<file path="config.mk">
export PLATFORM = sky130hd
export DESIGN_NAME = bcd_serial_adder_flat
export DESIGN_NICKNAME = d
export VERILOG_FILES = /design/src/rtl/bcd_serial_adder_if.sv /design/src/rtl/bcd_serial_adder.sv /design/src/flat_wrapper.sv
export SDC_FILE = /design/constraint.sdc
export NUM_CORES = 1
export LEC_CHECK = 0
export ABC_CLOCK_PERIOD_IN_PS = 7700
export BUFFER_PORTS_ARGS = -buffer_cell sky130_fd_sc_hd__buf_2
export CORE_AREA = 2 2 64 90
export CTS_CLUSTER_DIAMETER = 80
export DETAILED_ROUTE_END_ITERATION = 8
export DIE_AREA = 0 0 66 92
export PLACE_DENSITY = 0.82
export RECOVER_POWER = 100
export REMOVE_ABC_BUFFERS = 1
export SLEW_MARGIN = 20
export SYNTH_ARGS = -nofsm -noshare
export SYNTH_HDL_FRONTEND = slang
export SYNTH_SLANG_ARGS = --single-unit
</file>
<file path="constraint.sdc">
create_clock -name clk -period 7.7 [get_ports clk]
set_input_delay 0.77 -clock clk [delete_from_list [all_inputs] [get_ports clk]]
set_output_delay 0.77 -clock clk [all_outputs]
set_load 0.005 [all_outputs]
</file>
<file path="src/rtl/bcd_serial_adder_if.sv">
// Handshake and data bundle for bcd_serial_adder.
// Macro BCD_INVALID_CHECK_EN (in the adder) controls what drives err.
// Signals: start/a/b/cin (request side), ready/busy/done/sum/cout/err (result side).
interface bcd_serial_adder_if #(
   parameter int unsigned NDIG = 4
);
   localparam int unsigned W = 4 * NDIG;

   logic          start;
   logic [W-1:0]  a;
   logic [W-1:0]  b;
   logic          cin;
   logic          ready;
   logic          busy;
   logic          done;
   logic [W-1:0]  sum;
   logic          cout;
   logic          err;

   // Requester drives the operands and start; the adder drives status and result.
   modport master (
      output start, a, b, cin,
      input  ready, busy, done, sum, cout, err
   );

   modport slave (
      input  start, a, b, cin,
      output ready, busy, done, sum, cout, err
   );
endinterface

</file>
<file path="src/rtl/bcd_serial_adder.sv">
// Digit-serial packed-BCD adder: one decimal digit per clock, NDIG digits per operand.
// Ports: clk, rst_n (synchronous, active-low), bus (bcd_serial_adder_if.slave):
//   start/a/b/cin in; ready/busy/done/sum/cout/err out (all registered).
// Optional macro BCD_INVALID_CHECK_EN: flags operands holding a non-decimal digit
//   through err; without it err is tied low.
module bcd_serial_adder #(
   parameter int unsigned NDIG = 4
) (
   input logic               clk,
   input logic               rst_n,
   bcd_serial_adder_if.slave bus
);
   localparam int unsigned W  = 4 * NDIG;
   localparam int unsigned KW = (NDIG > 1) ? $clog2(NDIG) : 1;

   localparam logic [1:0] IDLE = 2'd0;
   localparam logic [1:0] ADD  = 2'd1;
   localparam logic [1:0] DONE = 2'd2;

   logic [1:0]    state;
   logic [1:0]    next_state;
   logic [KW-1:0] k;
   logic [W-1:0]  a_sh;
   logic [W-1:0]  b_sh;
   logic          c;
   logic [W-1:0]  shadow;
   logic [W-1:0]  sum_q;
   logic          cout_q;
   logic          ready_q;
   logic          busy_q;
   logic          done_q;

   logic          last_c;
   logic [4:0]    t_c;
   logic [3:0]    digit_c;
   logic          c_next_c;
   logic [W-1:0]  shadow_next_c;

   // State register.
   always_ff @(posedge clk) begin
      if (!rst_n) state <= IDLE;
      else        state <= next_state;
   end

   // Next-state logic.
   always_comb begin
      next_state = state;
      case (state)
         IDLE:    if (bus.start) next_state = ADD;
         ADD:     if (last_c)    next_state = DONE;
         DONE:    next_state = IDLE;
         default: next_state = IDLE;
      endcase
   end

   // Status flags registered from the upcoming state so they line up with it.
   always_ff @(posedge clk) begin
      if (!rst_n) begin
         ready_q <= 1'b1;
         busy_q  <= 1'b0;
         done_q  <= 1'b0;
      end else begin
         ready_q <= (next_state == IDLE);
         busy_q  <= (next_state != IDLE);
         done_q  <= (next_state == DONE);
      end
   end

   // One decimal digit: operands are shifted right so the active digit sits at [3:0].
   always_comb begin
      last_c   = (k == KW'(NDIG - 1));
      t_c      = 5'(a_sh[3:0]) + 5'(b_sh[3:0]) + 5'(c);
      digit_c  = t_c[3:0];
      c_next_c = 1'b0;
      if (t_c > 5'd9) begin
         digit_c  = 4'(t_c - 5'd10);
         c_next_c = 1'b1;
      end
      // New digit enters at the top; after NDIG steps digit 0 lands in [3:0].
      shadow_next_c = (shadow >> 4) | (W'(digit_c) << (W - 4));
   end

`ifdef BCD_INVALID_CHECK_EN
   logic inv_c;
   logic inv_q;
   logic err_q;

   // Any digit of either operand above 9.
   always_comb begin
      inv_c = 1'b0;
      for (int i = 0; i < int'(NDIG); i++) begin
         if ((bus.a[4*i +: 4] > 4'd9) || (bus.b[4*i +: 4] > 4'd9)) inv_c = 1'b1;
      end
   end
`endif

   // Operand capture, digit iteration and result publication.
   always_ff @(posedge clk) begin
      if (!rst_n) begin
         k      <= '0;
         a_sh   <= '0;
         b_sh   <= '0;
         c      <= 1'b0;
         shadow <= '0;
         sum_q  <= '0;
         cout_q <= 1'b0;
`ifdef BCD_INVALID_CHECK_EN
         inv_q  <= 1'b0;
         err_q  <= 1'b0;
`endif
      end else begin
         case (state)
            IDLE: begin
               if (bus.start) begin
                  a_sh <= bus.a;
                  b_sh <= bus.b;
                  c    <= bus.cin;
                  k    <= '0;
`ifdef BCD_INVALID_CHECK_EN
                  inv_q <= inv_c;
`endif
               end
            end
            ADD: begin
               a_sh   <= a_sh >> 4;
               b_sh   <= b_sh >> 4;
               c      <= c_next_c;
               shadow <= shadow_next_c;
               k      <= k + KW'(1);
               // Publish on the final digit so sum is already valid while done is high.
               if (last_c) begin
                  sum_q  <= shadow_next_c;
                  cout_q <= c_next_c;
`ifdef BCD_INVALID_CHECK_EN
                  err_q  <= inv_q;
`endif
               end
            end
            default: ;
         endcase
      end
   end

   assign bus.ready = ready_q;
   assign bus.busy  = busy_q;
   assign bus.done  = done_q;
   assign bus.sum   = sum_q;
   assign bus.cout  = cout_q;
`ifdef BCD_INVALID_CHECK_EN
   assign bus.err   = err_q;
`else
   assign bus.err   = 1'b0;
`endif
endmodule

</file>
<file path="src/flat_wrapper.sv">
// flat-port wrapper written by rule: the top's interface ports become plain ports
module bcd_serial_adder_flat 
#(
   parameter int unsigned NDIG = 4
)
  (clk, rst_n, bus_start, bus_a, bus_b, bus_cin, bus_ready, bus_busy, bus_done, bus_sum, bus_cout, bus_err);
  bcd_serial_adder_if #(.NDIG(NDIG)) bus_i ();
  input logic clk;
  input logic rst_n;
  input wire logic [$bits(bus_i.start)-1:0] bus_start;
  input wire logic [$bits(bus_i.a)-1:0] bus_a;
  input wire logic [$bits(bus_i.b)-1:0] bus_b;
  input wire logic [$bits(bus_i.cin)-1:0] bus_cin;
  output wire logic [$bits(bus_i.ready)-1:0] bus_ready;
  output wire logic [$bits(bus_i.busy)-1:0] bus_busy;
  output wire logic [$bits(bus_i.done)-1:0] bus_done;
  output wire logic [$bits(bus_i.sum)-1:0] bus_sum;
  output wire logic [$bits(bus_i.cout)-1:0] bus_cout;
  output wire logic [$bits(bus_i.err)-1:0] bus_err;
  assign bus_i.start = bus_start;
  assign bus_i.a = bus_a;
  assign bus_i.b = bus_b;
  assign bus_i.cin = bus_cin;
  assign bus_ready = bus_i.ready;
  assign bus_busy = bus_i.busy;
  assign bus_done = bus_i.done;
  assign bus_sum = bus_i.sum;
  assign bus_cout = bus_i.cout;
  assign bus_err = bus_i.err;
  bcd_serial_adder #(.NDIG(NDIG)) u_core (.clk(clk), .rst_n(rst_n), .bus(bus_i));
endmodule
</file>
==> flow_summary.toml <==
[cts]
ctsHoldBuffers = 0
clk_latency_ns = 0.35
clk_pin_slew_ns = 0.08
cts_resized = 0
clk_path_buf_depth = 2
root_buffer = "clkbuf_8"
numCtsBuffers = 9
post_cts_buffers = 0
cts_tree = "yes"
clkSinkCount = 69
cts_max_level = 3

[yosys]
syn-cell-area_um2 = 3010
ys_async_sr_fraction_pct = 0
seq_area_frac_synth_pct = 45.9
synth_edf_count = 0
ys_top_cells_by_count = "69 x dfxtp_1, 56 x a21oi_1, 50 x nand2_1, 43 x nor2_1, 26 x nor2b_1"
synth.top_cell.area_share_pct = 45.9
synth_cells = 357
synth_cell_types = 36
yosys_most_used_dff = "dfxtp_1"
syn_avg_cell_area_um2 = 8.44
synth_warnings = 0
yosysMostFrequentCell = "dfxtp_1"
yosys.area.top_type = "dfxtp_1"
ys_ff_latch = 69
synthTopCellsByArea = "dfxtp_1 46%, a21oi_1 9.3%, o221a_2 9.0%, nand2_1 6.2%, nor2b_1 5.4%"

[final_layout]
area_growth_pct = 15.5
instances_no_fill = 469
drive_above_1_share_pct = 23.9
diodes = 0
nFillCells = 497
nets = 439

[critical_path]
endpoint = "u_core.bus.sum[15]"
crit_fanout = 3
r2r_cells = 10
startpoint = "u_core.c"
critPathArrivalTime_ns = 3.20
crit_required_ns = 7.89
r2r_slack_ns = 4.69
timing.rr.start = "u_core.c"
worstSetupPathType = "reg2reg"
cp-start-kind = "flip-flop"
critPathCaptureType = "flip-flop"
worst_r2r_endpoint = "u_core.bus.sum[15]"

[power_and_ir_drop]
power_density_nw_per_um2 = 242
seqPwrFrac_pct = 46.2
comb_power_share_pct = 15.1
ir_worst_vdd_v = 0.000128
netSwitchingPower_uw = 220
power_frac_clock_pct = 38.7
p_leak_uw = 0.00145
sw_frac_of_total_pct = 26.1
internal-power_uw = 621

[timing]
fin_crit_sh_pct = 39.1
relSlewSlack_pct = 21.9
setup_violations = 0
max_freq_mhz = 333
setup_tns_ns = 0
timing.final.crit_period_ns = 3.01
rsz0062_at_grt = "false"
tightest_slew_ns = 1.17
drv_slew = 0
hold_viol_final = 0
fin_skew_ns = 0.00969

[die]
io_pins = 57
rows = 32
start_util_pct = 56.1
die_h_um = 92
fp.dieW_um = 66
core_area_um2 = 5370
fp.dieArea_um2 = 6070

[place]
placed_cells = 453
routabilityCongestion = 0.778
dp_hpwl_um = 4210
port_buffers = 55

[route]
post_drt_via_cell_ratio = 5.57
avgRoutedWirePerCell_um = 13.3
route.detailed.drc = 0
ant_nets = 0
vias = 2611
first_iter_violations = 164
dr.pass1.iters = 5
wl_um = 6230

[job]
drv_cap = 0

[worst_hold_path]
hp-class = "reg2reg"

[global_route]
grt_usage_pct = 22.5
antenna_found_initial = 0
grt_overflow = 0
grt_max_degree = 54
grt_pass1_wl_um = 10700
grt_pass1_vias = 2531

[outcome]
outcome = "finished clean"
## state kept, by name (all words and copies together) (netlist names)
| signal | cells |
|---|---|
| u_core.a_sh | 16 |
| u_core.b_sh | 16 |
| u_core.bus.sum | 16 |
| u_core.shadow | 12 |
| u_core.k | 2 |
| u_core.state | 2 |
| u_core.bus.busy | 1 |
| u_core.bus.cout | 1 |
| u_core.bus.done | 1 |
| u_core.bus.ready | 1 |
| u_core.c | 1 |
## power by group through the flow
stage / Clock [µW] / Sequential [µW] / Combinational [µW]
CTS: 331 / 388 / 127
global route: 346 / 391 / 142
floorplan: 0 / 397 / 88.1
global placement: 0 / 396 / 121
finish: 325 / 388 / 127
detailed placement: 0 / 397 / 126
## area by class of cell
cell class	instances	area, µm²	area share [%]
multi-input combinational	253	1490	42.7
sequential	69	1380	39.7
timing repair buffer	57	282	8.09
clock buffer	10	138	3.96
clock inverter	6	86.3	2.48
tap	68	85.1	2.45
inverter	6	22.5	0.647
## per-layer routing
layer  GRT usage (%)  share of wire, %  vias to the layer above
met5               0                 0                        -
met2            38.9                52                       82
met4            10.9               1.9                        0
met3            5.64               5.8                       11
li1                -                 -                     1323
met1            25.1                41                     1195
## cell usage in the layout, fill, tap and decap left out, types with 10 or more instances in the layout
cell type and instances:
dfxtp_1 69, a21oi_1 56, buf_2 51, nand2_1 50, nor2_1 43, nor2b_1 26, o221a_2 24, a22oi_1 10
clkbuf_8 10
## worst min-delay path by stage
stage	startpoint	end	slack [ns]	cells past startpoint
after floorplan	u_core.shadow[4]	u_core.bus.sum[0]	0.43	2
after global placement	u_core.bus.sum[6]	u_core.bus.sum[6]	0.44	2
after detailed placement	u_core.bus.sum[11]	u_core.bus.sum[11]	0.44	2
after CTS	u_core.bus.sum[11]	u_core.bus.sum[11]	0.45	2
after global routing	u_core.shadow[7]	u_core.bus.sum[3]	0.47	2
final	u_core.bus.sum[5]	u_core.bus.sum[5]	0.45	2
## through the flow
step / worst slack [ns] / total power (µW) / cell area (µm²) / hold WS [ns] / utilization, %
after floorplan: 4.94 / 485 / 2890 / 0.432 / -
after global placement: 4.85 / 516 / 3270 / 0.439 / 60.9
after global routing: 4.43 / 879 / 3480 / 0.467 / 64.9
after detailed placement: 4.74 / 522 / 3270 / 0.444 / 60.9
final: 4.69 / 841 / 3480 / 0.451 / 64.9
after CTS: 4.72 / 846 / 3490 / 0.454 / 65.1
## worst max-delay path: stages (launching register included)
cell and delay, ns:
dfxtp_1 0.33, fa_1 0.49, fa_1 0.42, xor2_1 0.19
clkinv_1 0.14, ha_1 0.25, nor2b_1 0.15, a31oi_1 0.21
nor2_1 0.09, o41ai_1 0.44, a21oi_1 0.13
## logic make-up (layout without fill, tap and decap cells)
kind of cell | count (synthesis) | in the layout | share of synthesized area [%]
AO/OA/AOI/OAI | 111 | 111 | 25.7
XOR/XNOR | 1 | 1 | 0.291
adder cells (fa/ha/maj) | 7 | 7 | 3.41
buffers and inverters | 35 | 79 | 4.65
flip-flops | 69 | 69 | 45.9
multiplexers | 1 | 1 | 0.332
other | 1 | 1 | 0.125
AND/OR/NAND/NOR | 132 | 132 | 19.6
No activity file was read; power rests on OpenSTA's default activity.
